$ cat src/rtl/des_sbox_sched_if.sv
`default_nettype none
// ============================================================================
//  Module   : des_sbox_sched_if
//  Purpose  : Bundles the din stream, the shared S-box lookup port and the
//             dout stream of the DES S-box scheduler.
//             master = the scheduler core, slave = its surroundings.
//  Revision : 1.0  initial release
// ============================================================================
interface des_sbox_sched_if;
  logic        in_valid;
  logic        in_ready;
  logic [47:0] din;
  logic        sb_req;
  logic [2:0]  sb_sel;
  logic [5:0]  sb_addr;
  logic [3:0]  sb_data;
  logic        out_valid;
  logic        out_ready;
  logic [31:0] dout;
  logic        busy;

  modport master (
    input  in_valid, din, sb_data, out_ready,
    output in_ready, sb_req, sb_sel, sb_addr, out_valid, dout, busy
  );

  modport slave (
    output in_valid, din, sb_data, out_ready,
    input  in_ready, sb_req, sb_sel, sb_addr, out_valid, dout, busy
  );
endinterface
`default_nettype wire

$ cat src/rtl/des_sbox_sched.sv
`default_nettype none
// ============================================================================
//  Module   : des_sbox_sched
//  Purpose  : Shares one S-box lookup port across the eight S-box lookups of
//             a DES round: issues one 6-bit lookup per cycle, gathers the
//             4-bit answers into the 32-bit pre-permutation word and hands it
//             out over valid/ready.
//  Revision : 1.0  initial release
// ============================================================================
module des_sbox_sched #(
  parameter int LOOKUP_LAT = 1  // sb_req cycle to sb_data valid, 0..3
) (
  input  logic                   clk,
  input  logic                   rst,  // asynchronous, active-low
  des_sbox_sched_if.master       bus
);

  localparam logic [1:0] ST_IDLE  = 2'd0;
  localparam logic [1:0] ST_ISSUE = 2'd1;
  localparam logic [1:0] ST_DRAIN = 2'd2;
  localparam logic [1:0] ST_DONE  = 2'd3;
  localparam logic [2:0] LAST_SEL = 3'd7;

  logic [1:0]  state_q,     state_d;
  logic [47:0] shadow_q,    shadow_d;
  logic        sb_req_q,    sb_req_d;
  logic [2:0]  sb_sel_q,    sb_sel_d;     // also serves as the issue counter
  logic [5:0]  sb_addr_q,   sb_addr_d;
  logic [2:0]  cap_cnt_q,   cap_cnt_d;
  logic [31:0] res_q,       res_d;
  logic        in_ready_q,  in_ready_d;
  logic        out_valid_q, out_valid_d;

  logic        accept;
  logic        tag_vld;  // a lookup answer is on sb_data this cycle
  logic [2:0]  tag_sel;  // which box that answer belongs to

  // Box idx input chunk: box 0 (S1) takes the most significant six bits.
  function automatic logic [5:0] chunk(input logic [47:0] w, input logic [2:0] idx);
    logic [5:0] c;
    c = '0;
    for (int i = 0; i < 8; i++) begin
      if (idx == 3'(i)) c = w[47-6*i -: 6];
    end
    return c;
  endfunction

  assign accept = (state_q == ST_IDLE) && bus.in_valid && in_ready_q;

  generate
    if (LOOKUP_LAT == 0) begin : g_tag_comb
      // Combinational lookup: the answer belongs to the request on the port now.
      assign tag_vld = sb_req_q;
      assign tag_sel = sb_sel_q;
    end else begin : g_tag_pipe
      logic [LOOKUP_LAT-1:0] vld_q, vld_d;
      logic [2:0]            sel_q [LOOKUP_LAT];
      logic [2:0]            sel_d [LOOKUP_LAT];

      // Shift the issued {valid, sel} tag along in step with the lookup latency.
      always_comb begin
        vld_d[0] = sb_req_q;
        sel_d[0] = sb_sel_q;
        for (int i = 1; i < LOOKUP_LAT; i++) begin
          vld_d[i] = vld_q[i-1];
          sel_d[i] = sel_q[i-1];
        end
      end

      // Tag pipeline registers; reset drops every in-flight lookup.
      always_ff @(posedge clk or negedge rst) begin
        if (!rst) begin
          vld_q <= '0;
          for (int i = 0; i < LOOKUP_LAT; i++) sel_q[i] <= 3'd0;
        end else begin
          vld_q <= vld_d;
          for (int i = 0; i < LOOKUP_LAT; i++) sel_q[i] <= sel_d[i];
        end
      end

      assign tag_vld = vld_q[LOOKUP_LAT-1];
      assign tag_sel = sel_q[LOOKUP_LAT-1];
    end
  endgenerate

  // State and datapath registers.
  always_ff @(posedge clk or negedge rst) begin
    if (!rst) begin
      state_q     <= ST_IDLE;
      shadow_q    <= '0;
      sb_req_q    <= 1'b0;
      sb_sel_q    <= 3'd0;
      sb_addr_q   <= 6'd0;
      cap_cnt_q   <= 3'd0;
      res_q       <= '0;
      in_ready_q  <= 1'b0;
      out_valid_q <= 1'b0;
    end else begin
      state_q     <= state_d;
      shadow_q    <= shadow_d;
      sb_req_q    <= sb_req_d;
      sb_sel_q    <= sb_sel_d;
      sb_addr_q   <= sb_addr_d;
      cap_cnt_q   <= cap_cnt_d;
      res_q       <= res_d;
      in_ready_q  <= in_ready_d;
      out_valid_q <= out_valid_d;
    end
  end

  // Next-state: issue eight lookups, wait for the last answer, then hand off.
  always_comb begin
    state_d = state_q;
    case (state_q)
      ST_IDLE:  if (accept) state_d = ST_ISSUE;
      ST_ISSUE: if (sb_sel_q == LAST_SEL) state_d = (LOOKUP_LAT == 0) ? ST_DONE : ST_DRAIN;
      ST_DRAIN: if (tag_vld && (cap_cnt_q == LAST_SEL)) state_d = ST_DONE;
      ST_DONE:  if (bus.out_ready) state_d = ST_IDLE;
      default:  state_d = ST_IDLE;
    endcase
  end

  // Outputs and datapath: lookup issue, nibble capture, handshake flags.
  always_comb begin
    shadow_d  = shadow_q;
    sb_req_d  = 1'b0;
    sb_sel_d  = sb_sel_q;
    sb_addr_d = sb_addr_q;
    cap_cnt_d = cap_cnt_q;
    res_d     = res_q;

    if (accept) begin
      shadow_d  = bus.din;
      sb_req_d  = 1'b1;
      sb_sel_d  = 3'd0;
      sb_addr_d = chunk(bus.din, 3'd0);
      cap_cnt_d = 3'd0;
    end else if ((state_q == ST_ISSUE) && (sb_sel_q != LAST_SEL)) begin
      // Stopping at sel 7 keeps the counter from wrapping into a 9th request.
      sb_req_d  = 1'b1;
      sb_sel_d  = sb_sel_q + 3'd1;
      sb_addr_d = chunk(shadow_q, sb_sel_q + 3'd1);
    end

    if (tag_vld) begin
      cap_cnt_d = cap_cnt_q + 3'd1;
      for (int i = 0; i < 8; i++) begin
        if (tag_sel == 3'(i)) res_d[31-4*i -: 4] = bus.sb_data;
      end
    end

    in_ready_d  = (state_d == ST_IDLE);
    out_valid_d = (state_d == ST_DONE);
  end

  assign bus.in_ready  = in_ready_q;
  assign bus.sb_req    = sb_req_q;
  assign bus.sb_sel    = sb_sel_q;
  assign bus.sb_addr   = sb_addr_q;
  assign bus.out_valid = out_valid_q;
  assign bus.dout      = res_q;
  assign bus.busy      = (state_q != ST_IDLE);

endmodule
`default_nettype wire

$ cat src/flat_wrapper.sv
// flat-port wrapper written by rule: the top's interface ports become plain ports
module des_sbox_sched_flat 
#(
  parameter int LOOKUP_LAT = 1                                        
)
  (clk, rst, bus_in_valid, bus_din, bus_sb_data, bus_out_ready, bus_in_ready, bus_sb_req, bus_sb_sel, bus_sb_addr, bus_out_valid, bus_dout, bus_busy);
  des_sbox_sched_if bus_i ();
  input  logic clk;
  input  logic rst;
  input wire logic [$bits(bus_i.in_valid)-1:0] bus_in_valid;
  input wire logic [$bits(bus_i.din)-1:0] bus_din;
  input wire logic [$bits(bus_i.sb_data)-1:0] bus_sb_data;
  input wire logic [$bits(bus_i.out_ready)-1:0] bus_out_ready;
  output wire logic [$bits(bus_i.in_ready)-1:0] bus_in_ready;
  output wire logic [$bits(bus_i.sb_req)-1:0] bus_sb_req;
  output wire logic [$bits(bus_i.sb_sel)-1:0] bus_sb_sel;
  output wire logic [$bits(bus_i.sb_addr)-1:0] bus_sb_addr;
  output wire logic [$bits(bus_i.out_valid)-1:0] bus_out_valid;
  output wire logic [$bits(bus_i.dout)-1:0] bus_dout;
  output wire logic [$bits(bus_i.busy)-1:0] bus_busy;
  assign bus_i.in_valid = bus_in_valid;
  assign bus_i.din = bus_din;
  assign bus_i.sb_data = bus_sb_data;
  assign bus_i.out_ready = bus_out_ready;
  assign bus_in_ready = bus_i.in_ready;
  assign bus_sb_req = bus_i.sb_req;
  assign bus_sb_sel = bus_i.sb_sel;
  assign bus_sb_addr = bus_i.sb_addr;
  assign bus_out_valid = bus_i.out_valid;
  assign bus_dout = bus_i.dout;
  assign bus_busy = bus_i.busy;
  des_sbox_sched #(.LOOKUP_LAT(LOOKUP_LAT)) u_core (.clk(clk), .rst(rst), .bus(bus_i));
endmodule
$ cat config.mk
export PLATFORM = sky130hd
export DESIGN_NAME = des_sbox_sched_flat
export DESIGN_NICKNAME = d
export VERILOG_FILES = /design/src/rtl/des_sbox_sched_if.sv /design/src/rtl/des_sbox_sched.sv /design/src/flat_wrapper.sv
export SDC_FILE = /design/constraint.sdc
export NUM_CORES = 1
export LEC_CHECK = 0
export BUFFER_PORTS_ARGS = -buffer_cell sky130_fd_sc_hd__buf_2
export CAP_MARGIN = 20
export CELL_PAD_IN_SITES_DETAIL_PLACEMENT = 0
export CELL_PAD_IN_SITES_GLOBAL_PLACEMENT = 1
export CORE_UTILIZATION = 43
export CTS_BUF_LIST = sky130_fd_sc_hd__clkbuf_8
export CTS_CLUSTER_DIAMETER = 150
export CTS_CLUSTER_SIZE = 16
export DETAILED_ROUTE_END_ITERATION = 7
export GPL_ROUTABILITY_DRIVEN = 0
export GPL_TIMING_DRIVEN = 0
export PLACE_DENSITY_LB_ADDON = 0.1
export SYNTH_ARGS = -nofsm -noshare
export SYNTH_HDL_FRONTEND = slang
export SYNTH_SLANG_ARGS = --single-unit
$ cat constraint.sdc
create_clock -name clk -period 2.15 [get_ports clk]
set_clock_uncertainty 0.05 [all_clocks]
set_input_delay 0.215 -clock clk [delete_from_list [all_inputs] [get_ports clk]]
set_output_delay 0.215 -clock clk [all_outputs]
set_load 0.01 [all_outputs]
==> results.toml <==
[outcome]
status = "completed"

[synth]
seq_area_frac_synth_pct = 56.95
yosysTopAreaCell = "dfrtp_1"
synth_cell_types = 43
synthAdderAreaFrac_pct = 2.255
syn_avg_cell_area_um2 = 10.35
synth_top_family_by_area = "simple AND/OR/NAND/NOR gates"
synthCells = 429
synth_compound_area_share_pct = 8.486
ys_ff_latch = 101
synth_simple_gate_area_share_pct = 19.54
async_reset_ff_share_pct = 100.0
synth_ff_type = "dfrtp_1"
synth_area_um2 = 4438
synth_mux_area_share_pct = 8.909
synth_edf_count = 0
synth_top_area_share_pct = 56.95
ys_top_cells_by_area = "dfrtp_1 57%, nand2_1 13%, mux2_1 4.1%, mux2_2 4.1%, ha_1 2.3%"
synth_xor_area_share_pct = 0
yosys_warnings = 0
synth_fp_nets = 493

[worst_setup_path]
crit_cells = 8
end_kind = "register"
cp_max_fo = 10
r2r-end = "u_core.bus.sb_addr[1]"
r2r_start = "u_core.bus.sb_sel[0]"
crit_required_ns = 2.35
crit_path_max_incr_delay_ns = 0.46
startpoint = "u_core.bus.sb_sel[0]"
start_kind = "register"
r2r_slack_ns = 0.14
crit_buf_inv = 2
critPathKind = "reg2reg"
cp_slowest_cell = "dfrtp_2"
cp.arrival_ns = 2.21
crit_chain = "inv_1 > ha_2 > nor2b_2 > buf_6 > a221o_1 > a221oi_2 > a211oi_2 > o22a_1"
path_delay_family = "compound AO/OA/AOI/OAI gates"
reg2reg_depth = 8

[timing]
maxSlewHeadroom_pct = 62.52
hold_violations = 0
fmax_mhz = 498.4
setup_tns_ns = 0
tightest_slew_ns = 0.5622
layout_min_cycle_time_ns = 2.006
hold_ws_ns = 0.01436
setup_ws_ns = 0.1438
finalSetupViolations = 0
rsz0062_at_grt = "no"
finalCritPeriodShare_pct = 93.31
drv_slew = 0

[worst_hold_path]
hold_start = "bus_din[23]"
hold_class = "in2reg"
min_path_cells = 3
min_delay_worst_endpoint = "u_core.shadow_q[23]"

[power]
leakagePower_nw = 3.014
peakVddDrop_mv = 0.4511
power.density_nw_per_um2 = 616.7

[final_layout]
layout.nets = 639
layout-drive-gt1-share_pct = 28.55
syn_to_final_growth_pct = 29.15
regArea_um2 = 2530
multiInputGateArea_um2 = 1757
diodes = 0
final_area_um2 = 5732
fillers = 939

[floorplan]
core_region_area_um2 = 9910
dieWidth_um = 103.6
pin_count = 101
die_area_um2 = 10730
start_util_pct = 44.79
fp.dieH_um = 103.6
placementRows = 36

[global_routing]
overflow = 0
first_global_vias = 3576
grt_pass1_wl_um = 18370
grt_max_degree = 61
track_usage_pct = 21.75
antenna_found_initial = 0

[routing]
ant_nets = 0
wl_per_cell_um = 15.21
drtIter0Drc = 132
routed_wl_um = 10820
viasPerCell = 4.990
vias = 3548
post-route-drc-count = 0
firstDrtPassIters = 5

[clock_network]
cts_sinks = 101
clk_latency_ns = 0.36
ctsHtreeMaxLevel = 3
cts_root_buf = "clkbuf_8"
cts_tree = "built"
cts_buffers = 9
cts.clk_slew.worst_paths_ns = 0.09
cts_buffer_depth = 2

[placement]
dpl_cell_area_um2 = 5135
io_buffers = 100
dpl.hpwl_um = 7699
pre_cts_slack_ns = 0.001867

[job]
maxCapViolCount = 0
==> flip-flops by register name, summed over array words and instances, names as in the netlist <==
name / count
u_core.state_q: 2
u_core.bus.dout: 32
u_core.bus.sb_addr: 6
u_core.cap_cnt_q: 3
u_core.g_tag_pipe.sel_q: 3
u_core.bus.in_ready: 1
u_core.g_tag_pipe.vld_q: 1
u_core.shadow_q: 48
u_core.bus.sb_sel: 3
u_core.bus.out_valid: 1
u_core.bus.sb_req: 1
==> worst reg2reg max path: stages, from the launching register on <==
cell      delay [ns]
dfrtp_2         0.46
inv_1           0.11
ha_2            0.25
nor2b_2         0.08
buf_6           0.14
a221o_1         0.30
a221oi_2        0.26
a211oi_2        0.08
o22a_1          0.18
==> cells in the final DEF, fill, tap and decap left out, types with 4 or more instances in the layout <==
master and count:
mux2_1 16, a22oi_1 4, buf_6 4, a21oi_1 10, nor3_1 5, nor4_1 4
ha_1 7, o22ai_1 8, clkbuf_8 11, nand2_1 156, a221o_1 4, mux2_2 16
dlygate4sd3_1 33, buf_4 4, a221oi_1 4, dfrtp_1 99, nor2_1 14, inv_1 8
o21ai_0 5, a211oi_1 6, buf_2 108
==> kinds of logic (layout without fill, tap and decap cells) <==
group,count (synthesis),count (layout)
AND/OR/NAND/NOR,202,202
flip-flops,101,101
multiplexers,35,35
buffers and inverters,30,179
AO/OA/AOI/OAI,53,53
adder cells (fa/ha/maj),8,8
==> through the flow <==
step / total power, W / util [%] / std cells
final: 0.003535 / 57.84 / 711
after global routing: 0.003673 / 57.84 / 711
after CTS: 0.003580 / 57.49 / 709
after detailed placement: 0.002106 / 51.82 / 663
after global placement: 0.002096 / 51.52 / 662
after floorplan: 0.001980 / - / 429
==> power breakdown <==
group          leakage [nW]  switching (W)  internal, W
logic                  1.60      0.0000895     0.000101
clock network         0.114       0.000631     0.000793
registers              1.30     0.00000693      0.00191
==> synthesized netlist by cell type (2+ instances only) <==
master    instances
mux2_1           16
a211o_1           2
buf_6             4
nor2_1           14
o21ai_0           5
and2_1            2
buf_2             9
buf_1             2
nand4b_1          3
nand2_1         156
mux2_2           16
o21ai_1           3
nor3_1            5
ha_1              8
a22oi_1           4
nor3b_2           2
o22ai_1           8
nand3_1           3
or2_1             2
inv_1             9
a21oi_1          10
a221oi_2          2
buf_4             2
a221o_1           4
dfrtp_1         101
nand2b_1          3
a211oi_1          8
nor4_1            4
mux2i_1           2
clkbuf_1          3
a221oi_1          4
o22a_1            2
==> cell type report <==
type / count / area share (%)
buffer: 21 / 2.401
clock buffer: 10 / 2.401
clock inverter: 4 / 1.703
inverter: 9 / 0.6549
multi-input combinational: 298 / 30.65
sequential: 101 / 44.14
tap: 133 / 2.903
timing repair buffer: 135 / 15.15
==> what timing repair did <==
action,CTS,global route
endpoints found under the hold margin,72,1
hold buffers,32,1
endpoints found under the setup margin,2,6
pin swaps,0,1
resized for setup,2,5
buffers inserted,0,1
==> routing by layer <==
metal	GRT usage (%)	share of wire [%]	wire length, um
met1	31.49	50	5413
met2	33.70	45	4824
met3	4.720	4.7	507
met4	4.348	0.65	70
met5	0	0	0
==> worst max-delay path by stage <==
stage                       endpoint
2_1_floorplan  u_core.bus.sb_addr[1]
3_3_place_gp      u_core.shadow_q[3]
3_5_place_dp   u_core.bus.sb_addr[3]
4_1_cts        u_core.bus.sb_addr[5]
5_1_grt        u_core.bus.sb_addr[3]
6_report       u_core.bus.sb_addr[1]
(Power assumes the default switching activity.)
